### config.mk
export PLATFORM = sky130hd
export DESIGN_NAME = put_arbiter
export DESIGN_NICKNAME = d
export VERILOG_FILES = /design/src/rtl/put_arbiter.sv
export SDC_FILE = /design/constraint.sdc
export NUM_CORES = 1
export LEC_CHECK = 0
export BUFFER_PORTS_ARGS = -buffer_cell sky130_fd_sc_hd__buf_2
export CAP_MARGIN = 15
export CORE_ASPECT_RATIO = 0.8
export CORE_UTILIZATION = 49
export CTS_BUF_LIST = sky130_fd_sc_hd__clkbuf_16
export DETAILED_ROUTE_END_ITERATION = 6
export GPL_ROUTABILITY_DRIVEN = 0
export PLACE_DENSITY = 0.81
export SYNTH_ARGS = -nofsm -noshare
export SYNTH_HDL_FRONTEND = slang
export SYNTH_HIERARCHICAL = 1
export SYNTH_SLANG_ARGS = --single-unit
### constraint.sdc
create_clock -name CLK -period 3.3 [get_ports CLK]
set_input_delay 0.33 -clock CLK [delete_from_list [all_inputs] [get_ports CLK]]
set_output_delay 0.33 -clock CLK [all_outputs]
set_load 0.01 [all_outputs]
### src/rtl/put_arbiter.sv
// rtl/put_arbiter.sv - round-robin message arbiter from N put producers into one get consumer
module put_arbiter_fifo2 #(
    parameter int WIDTH = 8
) (
    input  logic             clk,
    input  logic             rst,
    input  logic             push,
    input  logic [WIDTH-1:0] push_data,
    input  logic             pop,
    output logic [WIDTH-1:0] head,
    output logic [1:0]       count
);

    logic [WIDTH-1:0] mem [2];
    logic             wr_idx;
    logic             rd_idx;
    logic             push_ok;
    logic             pop_ok;

    assign push_ok = push && (count != 2'd2);
    assign pop_ok  = pop && (count != 2'd0);

    always_ff @(posedge clk) begin
        if (rst) begin
            mem[0] <= '0;
            mem[1] <= '0;
            wr_idx <= 1'b0;
            rd_idx <= 1'b0;
            count  <= 2'd0;
        end else begin
            if (push_ok) begin
                mem[wr_idx] <= push_data;
                wr_idx      <= ~wr_idx;
            end
            if (pop_ok) begin
                rd_idx <= ~rd_idx;
            end
            case ({push_ok, pop_ok})
                2'b10:   count <= count + 2'd1;
                2'b01:   count <= count - 2'd1;
                default: count <= count;
            endcase
        end
    end

    // Head reads as zero when empty so the get side never shows stale beats.
    assign head = (count == 2'd0) ? '0 : mem[rd_idx];

endmodule

module put_arbiter #(
    parameter int DATA_WIDTH = 32,
    parameter int NUM_PORTS  = 4,
    parameter int SRC_WIDTH  = 2
) (
    input  logic                            CLK,
    input  logic                            RST,
    input  logic [NUM_PORTS-1:0]            REQ_put,
    input  logic [NUM_PORTS*DATA_WIDTH-1:0] put,
    input  logic [NUM_PORTS-1:0]            put_last,
    input  logic [NUM_PORTS-1:0]            EN_put,
    output logic [NUM_PORTS-1:0]            RDY_put,
    output logic [DATA_WIDTH-1:0]           get,
    output logic                            get_last,
    output logic [SRC_WIDTH-1:0]            get_src,
    input  logic                            EN_get,
    output logic                            RDY_get
);

    localparam int ENTRY_WIDTH = DATA_WIDTH + 1 + SRC_WIDTH;

    typedef enum logic {
        ARB,
        GRANT
    } state_t;

    state_t                 fsm;
    logic [SRC_WIDTH-1:0]   g;
    logic [SRC_WIDTH-1:0]   ptr;
    logic [SRC_WIDTH-1:0]   arb_sel;
    logic [1:0]             cnt;
    logic                   not_full;
    logic                   push;
    logic                   pop;
    logic [ENTRY_WIDTH-1:0] push_entry;
    logic [ENTRY_WIDTH-1:0] head;
    logic [DATA_WIDTH-1:0]  put_arr [NUM_PORTS];

    for (genvar i = 0; i < NUM_PORTS; i++) begin : g_unpack
        assign put_arr[i] = put[i*DATA_WIDTH +: DATA_WIDTH];
    end

    assign not_full   = (cnt != 2'd2);
    assign push       = (fsm == GRANT) && not_full && EN_put[g];
    assign pop        = EN_get && RDY_get;
    assign push_entry = {put_arr[g], put_last[g], g};

    // Scan from the far end so the requester nearest after ptr overwrites the rest.
    always_comb begin
        arb_sel = '0;
        for (int k = NUM_PORTS; k >= 1; k--) begin
            if (REQ_put[SRC_WIDTH'((int'(ptr) + k) % NUM_PORTS)]) begin
                arb_sel = SRC_WIDTH'((int'(ptr) + k) % NUM_PORTS);
            end
        end
    end

    always_ff @(posedge CLK) begin
        if (RST) begin
            fsm <= ARB;
            g   <= '0;
            ptr <= SRC_WIDTH'(NUM_PORTS - 1);
        end else begin
            case (fsm)
                ARB: begin
                    if ((|REQ_put) && not_full) begin
                        g   <= arb_sel;
                        fsm <= GRANT;
                    end
                end
                GRANT: begin
                    // The grant is held until the last beat, whatever REQ_put does meanwhile.
                    if (push && put_last[g]) begin
                        ptr <= g;
                        fsm <= ARB;
                    end
                end
                default: fsm <= ARB;
            endcase
        end
    end

    always_comb begin
        RDY_put = '0;
        if ((fsm == GRANT) && not_full) begin
            RDY_put[g] = 1'b1;
        end
    end

    put_arbiter_fifo2 #(
        .WIDTH(ENTRY_WIDTH)
    ) u_buf (
        .clk      (CLK),
        .rst      (RST),
        .push     (push),
        .push_data(push_entry),
        .pop      (pop),
        .head     (head),
        .count    (cnt)
    );

    assign RDY_get  = (cnt != 2'd0);
    assign get_src  = head[SRC_WIDTH-1:0];
    assign get_last = head[SRC_WIDTH];
    assign get      = head[SRC_WIDTH+1 +: DATA_WIDTH];

endmodule
# == Yosys cells after proc, flatten, opt, wreduce, memory -nomap -nowiden ==
# Memories as Yosys holds them, arrays and structs flattened. A register that Yosys moved wholly into a read port is not among the register bits.
# Cells that the tools add are included.
# word_totals
regBits,9
wordCells,83
mem_count,1
ram_bits,70
in_bits,143
output_inout_bits,40
# memory_table
name,words,word_bits,read_ports,rd_ports_with_merged_regs,wr,line_no,text
u_buf.mem,2,35,1,1,2,14,logic [WIDTH-1:0] mem [2];
# classes
muxes,41
n_addsub,6
order_cmp,7
n_bitwise,4
eq_ne,3
reduce_logical,15
# op_table
cell,n
35-bit two-way mux,2
32-bit binary-select mux with 2-bit select,1
32-bit two-way mux,2
35-bit OR reduction,1
1-bit two-way mux,22
"2-bit by 4-bit < comparator with 1-bit output, second input constant",4
1-bit binary-select mux with 2-bit select,6
1-bit logical AND,8
2-bit two-way mux,4
"2-bit by 1-bit adder with 2-bit output, second input constant",3
"2-bit adder, second input constant",2
4-bit two-way mux,1
2-bit case mux with 2 select lines,1
2-bit AND reduction,2
2-bit nonzero test,2
4-bit OR reduction,1
"3-bit >= comparator, second input constant",1
"2-bit by 3-bit < comparator with 1-bit output, second input constant",1
1-bit inverter,3
2-bit inverter with 3-bit output,1
1-bit demux with 2-bit select,1
"2-bit by 1-bit equality test with 1-bit output, second input constant",1
"2-bit equality test, second input constant",1
"2-bit by 1-bit >= comparator with 1-bit output, second input constant",1
other kinds (4),4

# == Depth between registers and ports, before layout ==
# Gate-level depths: netlist of run 1.
# logic_depth
depth_word,9
depth_mapped,8
depth_no_buf,8

# == Hierarchy ==
# The synthesis of run 1 kept the hierarchy.
# by_module_without_submodules
mod,seq_area_each_um2,cells_each,area_per_inst_um2,instances
put_arbiter_fifo2,2202.1,288,3428.3,1
put_arbiter,100.1,87,1126.1,1

# == Least setup slack after synthesis of run 1 ==
# Ideal clock, no wire load.
# synth_timing
kind,flip-flop to flip-flop
start,reg g[0]
end,"mem u_buf/mem[0][0] (netlist bit), enable pin"
slack_ns,0.851
synth_period_minus_slack_ns,2.449
arrival_ns,1.947
setup_ns,0.502
path_stages_with_launch,5
n_path_buf,0
required_time_ns,2.798
path_cell_list,dfxtp_1 mux4_2 and3_1 nand3b_4 nand2b_1
# synth_lines
element,line_no,text
start: declaration,78,logic [SRC_WIDTH-1:0] g;
start signal: assignment,117,g <= arb_sel;
end: declaration,14,

==> out/qor.yml, run 1 <==
floorplanning:
  die_h_um: 88.23
  coreArea_sq_um: 9037
  initial_utilization_pct: 50.39
  fp-row-count: 31
  fp.dieArea_sq_um: 9687
  ios: 183
  fp.dieW_um: 109.8
critical_path:
  reg2reg_depth: 4
  cp-end-kind: "flop"
  r2r_end: "u_buf/mem[0][30]"
  reg2reg_from: "g[0]"
  required_ps: 3160
  start_kind: "flop"
  path_class: "reg -> reg"
  cp_max_fo: 35
  r2r_setup_slack_ps: 1060
  arrival_ps: 2110
timing:
  setup_tns_ps: 0
  rsz0062_at_grt: "false"
  min_period_over_period_pct: 68.00
  fin_worst_skew_ps: 6.105
  hold_viol_final: 0
  drv_slew: 0
  whs_ps: 484.4
  finalSetupViolCount: 0
  period_needed_ps: 2244
  timing.fmax_ghz: 0.4456
  fin_ws_ps: 1056
  slew_headroom_pct: 36.78
  tightest_slew_ps: 948.3
global_route:
  antenna_found_initial: 0
  grt_usage_pct: 23.47
  grt_max_degree: 40
  grt_pass1_wl_um: 16910
  grt_pass1_vias: 3530
  grt-ovfl-total: 0
status:
  status: "complete, no violations"
route:
  post_drt_wl_per_cell_um: 16.41
  drtPass1Iterations: 4
  drc: 0
  vias_per_cell: 5.430
  vias: 3638
  routed_wl_um: 10990
  initialDrtViolationCount: 229
  ant_nets: 0
power_and_ir_drop:
  p_per_area_nw_per_um2: 505.9
  p_leak_nw: 2.357
  vdd_drop_max_uv: 432.8
yosys:
  ys.flop_type: "edfxtp_1"
  ys_seq_area_share_pct: 50.55
  synth_cell_types: 34
  synth-warning-count: 6
  synth_area_sq_um: 4554
  synth_fp_nets: 519
  postSynthCellCount: 375
  postSynth.asyncResetShare_pct: 0
  postSynthAreaPerCell_sq_um: 12.14
  synth-seq-cells: 80
  synth-edff-count: 70
placement:
  dp_hpwl_um: 7872
  port_buffers: 182
  place_ws_ps: 999.6
cts:
  clk_latency_ps: 320
  ctsHoldBuffers: 0
  clk_pin_slew_worst_paths_ps: 60
  root_buffer: "clkbuf_16"
  clockBufferDepth: 2
  numCtsBuffers: 9
  cts_tree: "built"
  cts_setup_buffers: 0
  numClockSinks: 80
  cts_max_level: 3
  post_cts_resized: 0
cells_and_area:
  syn_to_final_growth_pct: 27.53
  final_layout_size_suffix_gt1_share_pct: 45.05
  final_common_cell: "buf_2"
  fillCellCount: 709
  ff_latch_area_sq_um: 2306
  multiInputGateArea_sq_um: 2083
  diodes: 0
  final_cell_mix: "buf_2 (182), nor2_1 (114), edfxtp_1 (70)"
  nets: 694
min_path:
  min_from: "REQ_put[3]"
  min_path_cells: 4
  min_path_type: "in -> reg"
  min_to: "g[1]"
flow_run:
  cap_violations: 0
state kept, by name (all words and copies together), names as in the netlist, named ones only:
signal / cells
u_buf/mem: 70
u_buf/rd_idx: 1
ptr: 2
u_buf/count: 2
fsm: 1
u_buf/wr_idx: 1
g: 2
power by group:
group          internal [mW]  total (mW)  switching [mW]
Sequential              1.21        1.26          0.0454
Clock                  0.578       0.952           0.374
Combinational          0.335       0.726           0.391
cell families after synthesis:
group / after synthesis / share of synthesized area, %
adders and majority gates: 1 / 0.2747
DFF: 80 / 50.55
xor gates and xnor gates: 3 / 0.5770
muxes: 69 / 24.51
AOI/OAI and AO/OA: 15 / 1.951
and+or+nand+nor: 176 / 18.27
buffers and inverters: 31 / 3.873
worst max-delay path, cell delays in order (launching register included):
cell and delay, ps:
dfxtp_2 340, mux4_2 510, and3_1 290, nand3b_4 110
nand2b_2 520
through the flow:
step	std cells	total power, mW	area, sq um	util, %
finish	670	2.938	5808	64.27
global route	670	3.086	5808	64.27
CTS	670	2.958	5808	64.27
detailed placement	654	2.015	5519	61.07
global placement	654	1.984	5519	61.07
floorplan	375	1.770	4554	-
Yosys cell counts, types with 4 or more instances:
library cell	n	share of area (%)
a21oi_1	5	0.55
buf_2	9	0.99
buf_4	7	1.2
clkbuf_1	6	0.49
dfxtp_1	10	4.4
edfxtp_1	70	46
inv_1	6	0.49
mux2i_1	35	7.7
mux4_2	34	17
nand2b_1	39	5.4
nor2_1	115	9.5
nor3_1	4	0.44
o21ai_0	4	0.44
per-layer routing:
metal	global-route usage, %	up-vias	share of wire, %
li1	-	1705	-
met1	30.60	1767	41
met2	40.63	162	53
met3	3.903	4	6.5
met4	7.030	0	0.40
met5	0	-	0
worst max-delay path by stage:
stage          slack [ps]                to            from
3_5_place_dp         1000   u_buf/mem[0][6]       EN_put[3]
5_1_grt               920  u_buf/mem[0][30]  u_buf/count[0]
6_report             1060  u_buf/mem[0][30]            g[0]
3_3_place_gp         1060  u_buf/mem[0][32]       EN_put[3]
4_1_cts              1050           get[22]            flop
2_1_floorplan         850   u_buf/mem[0][0]            g[0]
final cells by class:
type | instances | share of cell area, %
Tap cell | 115 | 2.477
Sequential cell | 80 | 39.70
Inverter | 6 | 0.3878
Clock buffer | 9 | 3.878
Timing Repair Buffer | 189 | 16.59
Clock inverter | 7 | 1.099
Multi-Input combinational cell | 264 | 35.87
Power figures use the tool's default switching activity.
==> run 2: changes to the inputs <==
==> constraint.sdc (replaced) <==
create_clock -name CLK -period 2.3 [get_ports CLK]
set_input_delay 0.23 -clock CLK [delete_from_list [all_inputs] [get_ports CLK]]
set_output_delay 0.23 -clock CLK [all_outputs]
set_load 0.01 [all_outputs]
==> run 2 against run 1 <==
First-iteration DRC count down 8.7%. Largest cell class unchanged. Cell count grew 0.45%. Flip-flop and latch count unchanged. Routed wire length fell by 3.7%. Count of clock-buffer cells in the layout did not move. Final area up 1.1%. Fmax rose by 6.1%. Hold slack worse by 160 ps. Sequential share of layout area decreased by 0.44 points. Sequential power grew 44%. Non-clock buffer count rose by 3.
==> out/qor.yml, run 2 (same netlist as run 1, synthesis figures left out) <==
critical_path:
  cp-end-kind: "flop"
  cp_max_fo: 4
  crit_start: "g[0]"
  required_ps: 2550
  path_class: "reg -> reg"
  reg2reg_from: "g[0]"
  arrival_ps: 2370
  start_kind: "flop"
cells_and_area:
  syn_to_final_growth_pct: 28.96
  largest_register: "u_buf/mem"
  final_cell_mix: "buf_2 (182), nor2_1 (114), edfxtp_1 (70)"
  stdcell_count: 673
  fillCellCount: 698
  nets: 697
  diodes: 0
  final_layout_size_suffix_gt1_share_pct: 45.52
  final_common_cell: "buf_2"
  largest_reg_flops: 70
cts:
  clockBufferDepth: 2
  clk_pin_slew_worst_paths_ps: 60
  numClockSinks: 80
  cts_setup_buffers: 0
  clk_latency_ps: 320
  ctsHoldBuffers: 0
  cts_tree: "built"
  numCtsBuffers: 9
  cts_max_level: 3
  root_buffer: "clkbuf_16"
  post_cts_resized: 0
timing:
  period_needed_ps: 2115
  tightest_slew_ps: 520.3
  drv_slew: 0
  whs_ps: 328.4
  min_period_over_period_pct: 91.96
  fin_ws_ps: 185.0
  rsz0062_at_grt: "false"
  finalSetupViolCount: 0
  fin_worst_skew_ps: 5.104
  timing.fmax_ghz: 0.4728
  slew_headroom_pct: 65.31
  hold_viol_final: 0
  setup_tns_ps: 0
floorplanning:
  fp.dieW_um: 109.8
  coreArea_sq_um: 9037
  ios: 183
  fp.dieArea_sq_um: 9687
  die_h_um: 88.23
  fp-row-count: 31
  initial_utilization_pct: 50.39
global_route:
  use_met1_pct: 24.98
  grt-ovfl-total: 0
  grt_pass1_vias: 3371
  antenna_found_initial: 0
  grt_max_degree: 40
  grt_busiest_layer: "met2"
  grtUsageMet2_pct: 40.40
  grt_usage_pct: 21.49
  grt_pass1_wl_um: 15550
  grt_use_met3_pct: 4.713
route:
  post_drt_wl_per_cell_um: 15.73
  vias_per_cell: 5.331
  drtPass1Iterations: 5
  routed_wl_um: 10590
  ant_nets: 0
  initialDrtViolationCount: 209
  vias: 3588
  drc: 0
placement:
  place_ws_ps: 216.8
  dp.cells: 657
  dp_hpwl_um: 7611
  port_buffers: 182
power_and_ir_drop:
  p_leak_nw: 2.381
  p_per_area_nw_per_um2: 712.4
  total_power_mw: 4.184
  vdd_drop_max_uv: 562.1
flow_run:
  cap_violations: 0
min_path:
  min_from: "RST"
  min_path_type: "in -> reg"
status:
  status: "complete, no violations"
[run 2: changes by cell type in the layout (fill, tap and decap cells not counted), sizes merged]
cell,before,now
buf,189,192
bufinv,1,0
clkinv,3,4
clkinvlp,2,1
inv,7,8
[run 2: layout make-up]
cell class	instances	area, sq um	share of cell area, %
clock buffer	9	225.2	3.835
tap	115	143.9	2.450
timing repair buffer	192	1036	17.64
clock inverter	7	56.30	0.9587
multi-input combinational	264	2083	35.47
inverter	6	22.52	0.3835
sequential	80	2306	39.26
[run 2: metrics by stage]
step / area (sq um) / util [%]
2_1_floorplan: 4559 / -
3_3_place_gp: 5592 / 61.87
3_5_place_dp: 5592 / 61.87
4_1_cts: 5873 / 64.99
5_1_grt: 5873 / 64.99
6_report: 5873 / 64.99
[run 2: path summary, 6_finish.rpt]
| path | end | slack (ps) | depth (start not counted) |
|---|---|---|---|
| min reg2reg | ptr[0] | 490 | 2 |
| max reg2reg | u_buf/count[1] | 180 | 6 |
| min | flop | 330 | 2 |
| max | u_buf/count[1] | 180 | 6 |
[run 2: critical path, stage by stage (launching register included)]
cell and delay, ps:
dfxtp_2 370, mux4_2 520, and3_1 290, nand2_1 100
ha_1 260, or3_1 350, a21oi_1 160
[run 2: report_power, final]
part	switching (mW)	internal, mW
Sequential	0.0661	1.74
Clock	0.564	0.741
Combinational	0.566	0.508
[run 2: layer usage]
layer,vias to the layer above,wire [um]
li1,1708,-
met1,1718,4053
met2,156,5632
met3,6,840
met4,0,60
met5,-,0
==> run 3: changes to the inputs <==
--- a/config.mk
+++ b/config.mk
@@ -5,6 +5,7 @@
 export SDC_FILE = /design/constraint.sdc
 export NUM_CORES = 1
 export LEC_CHECK = 0
+export ABC_AREA = 1
 export BUFFER_PORTS_ARGS = -buffer_cell sky130_fd_sc_hd__buf_2
 export CAP_MARGIN = 15
 export CORE_ASPECT_RATIO = 0.8
==> run 3 against run 2 <==
Critical path depth up 5. Clock skew increased by 2.3 ps. Largest power group unchanged. Critical path type unchanged. Cell count grew 26%. Die area rose by 0.97%. Sequential share of layout area is 0.57 points lower. Via count up 24%. Sequential power is essentially flat. Register-to-register slack gained 80 ps. Flip-flop and latch count stayed put. Critical endpoint is now u_buf/mem[0][18]. Clock power increased by 21%.
==> out/qor.yml, run 3 <==
route:
  initialDrtViolationCount: 194
  routed_wl_um: 12450
  post_drt_wl_per_cell_um: 14.64
  ant_nets: 0
  drtPass1Iterations: 7
  drc: 0
  vias_per_cell: 5.215
  vias: 4433
global_route:
  grt_usage_pct: 25.40
  grt_max_degree: 37
  grt_pass1_vias: 4118
  grt_pass1_wl_um: 18800
  grt-ovfl-total: 0
  antenna_found_initial: 0
yosys:
  yosysMostFrequentCell: "nand2_1"
  synth_cell_types: 28
  synth-edff-count: 70
  synth.area.top_cells: "edfxtp_1 (46%), nand2_1 (14%), a22oi_1 (8.5%)"
  synth_fp_nets: 697
  ys_seq_area_share_pct: 50.05
  postSynthAreaPerCell_sq_um: 8.317
  synth_common_cells: "nand2_1 (166), edfxtp_1 (70), nor2_1 (53)"
  postSynthCellCount: 553
  synth_area_sq_um: 4599
  yosys.area.top_type: "edfxtp_1"
  synth-seq-cells: 80
  synth-warning-count: 6
  synth_top_area_share_pct: 45.70
  postSynth.asyncResetShare_pct: 0
  ys.flop_type: "edfxtp_1"
cts:
  numCtsBuffers: 9
  cts_tree: "built"
  clockBufferDepth: 2
  root_buffer: "clkbuf_16"
  clk_latency_ps: 330
  ctsHoldBuffers: 0
  cts_max_level: 3
  numClockSinks: 80
  clk_pin_slew_worst_paths_ps: 60
timing:
  finalSetupViolCount: 0
  fin_worst_skew_ps: 7.372
  period_needed_ps: 2033
  slew_headroom_pct: 71.23
  setup_tns_ps: 0
  timing.fmax_ghz: 0.4920
  fin_ws_ps: 267.4
  tightest_slew_ps: 430.6
  rsz0062_at_grt: "false"
  min_period_over_period_pct: 88.37
  hold_viol_final: 0
  drv_slew: 0
status:
  status: "complete, no violations"
placement:
  dp_hpwl_um: 8671
  placed_area_sq_um: 5615
  port_buffers: 182
  place_ws_ps: 181.3
cells_and_area:
  syn_to_final_growth_pct: 29.43
  final_area_sq_um: 5953
  final_cell_mix: "buf_2 (182), nand2_1 (164), edfxtp_1 (70)"
  largest_register: "u_buf/mem"
  diodes: 0
  final_layout_size_suffix_gt1_share_pct: 35.78
  final_common_cell: "buf_2"
  nets: 874
  largest_reg_flops: 70
critical_path:
  critical-path-max-stage-delay_ps: 460
  crit_chain: "inv_2 -> nor2_4 -> nand2_1 -> nand4_1 -> inv_2 -> nor2_4 -> nand2_4 -> nor2_4 -> nand2_4 -> nand2_2 -> buf_12"
  cp-end-kind: "flop"
  cp_common_cell: "nor2_4"
  path_class: "reg -> reg"
  required_ps: 2320
  cp_max_fo: 29
  crit_slowest_cell: "dfxtp_1"
  critPathBufInv: 3
  path_delay_family: "simple AND/OR/NAND/NOR gates"
  start_kind: "flop"
  arrival_ps: 2050
power_and_ir_drop:
  p_per_area_nw_per_um2: 776.8
  p_leak_nw: 2.852
  vdd_drop_max_uv: 479.0
  total_power_mw: 4.624
floorplanning:
  fp.dieW_um: 110.3
  ios: 183
  initial_utilization_pct: 50.68
  fp.dieArea_sq_um: 9780
  coreArea_sq_um: 9076
  fp-row-count: 31
  die_h_um: 88.66
min_path:
  min_path_type: "in -> reg"
flow_run:
  cap_violations: 0
## run 3: changes by cell type in the layout (fill, tap and decap cells not counted), moves of 18 or more
| cell | previous run | this run |
|---|---|---|
| a21oi_1 | 5 | 41 |
| a22oi_1 | 0 | 52 |
| inv_1 | 6 | 49 |
| mux2i_1 | 35 | 0 |
| mux4_2 | 34 | 0 |
| nand2_1 | 3 | 164 |
| nand2b_1 | 37 | 0 |
| nand3_1 | 1 | 19 |
| nor2_1 | 114 | 53 |
| nor2_2 | 1 | 31 |
## run 3: cells by family (layout without fill, tap and decap cells)
| kind of cell | Yosys count | in the layout | share of synthesized area [%] |
|---|---|---|---|
| compound gates | 98 | 98 | 13.55 |
| buf+inv | 87 | 269 | 8.542 |
| simple gates | 287 | 287 | 27.58 |
| fa+ha+maj | 1 | 1 | 0.2720 |
| flops | 80 | 80 | 50.05 |
## run 3: routing by layer
metal  GRT usage [%]  share of wire [%]
met5               0                  0
met1           31.84                 42
met3           3.608                7.6
met2           45.34                 49
met4           8.254                1.3
## run 3: path summary, 6_finish.rpt
check / startpoint / endpoint / slack, ps / cells past startpoint
min reg2reg: fsm / fsm / 480 / 2
min: RST / fsm / 100 / 2
max: g[1] / u_buf/mem[0][18] / 270 / 11
max reg2reg: g[1] / u_buf/mem[0][18] / 270 / 11
## run 3: final cells by class
cell class	instances	area, sq um
clock inverters	7	111.4
well taps	115	143.9
inverters	57	214.0
fillers	787	3123
flip-flops and latches	80	2303
repair buffers	196	1041
multi-input cells	386	1914
clock buffers	9	225.2
## run 3: through the flow
step	std cells	utilization [%]	hold slack, ps
after floorplan	553	-	299.1
after global placement	834	61.87	435.8
after detailed placement	834	61.87	432.7
after CTS	850	65.58	85.84
after global routing	850	65.59	111.7
final	850	65.59	98.10
## run 3: power breakdown
group	internal (mW)	total, mW	switching (mW)
combinational	0.443	1.25	0.810
clock	1.05	1.59	0.542
sequential	1.71	1.78	0.0702
total	3.20	4.62	1.42
## run 3: repair_timing
item,in CTS,in global routing
gates resized for setup,0,1
setup endpoints to repair,0,11
buffers inserted,0,0
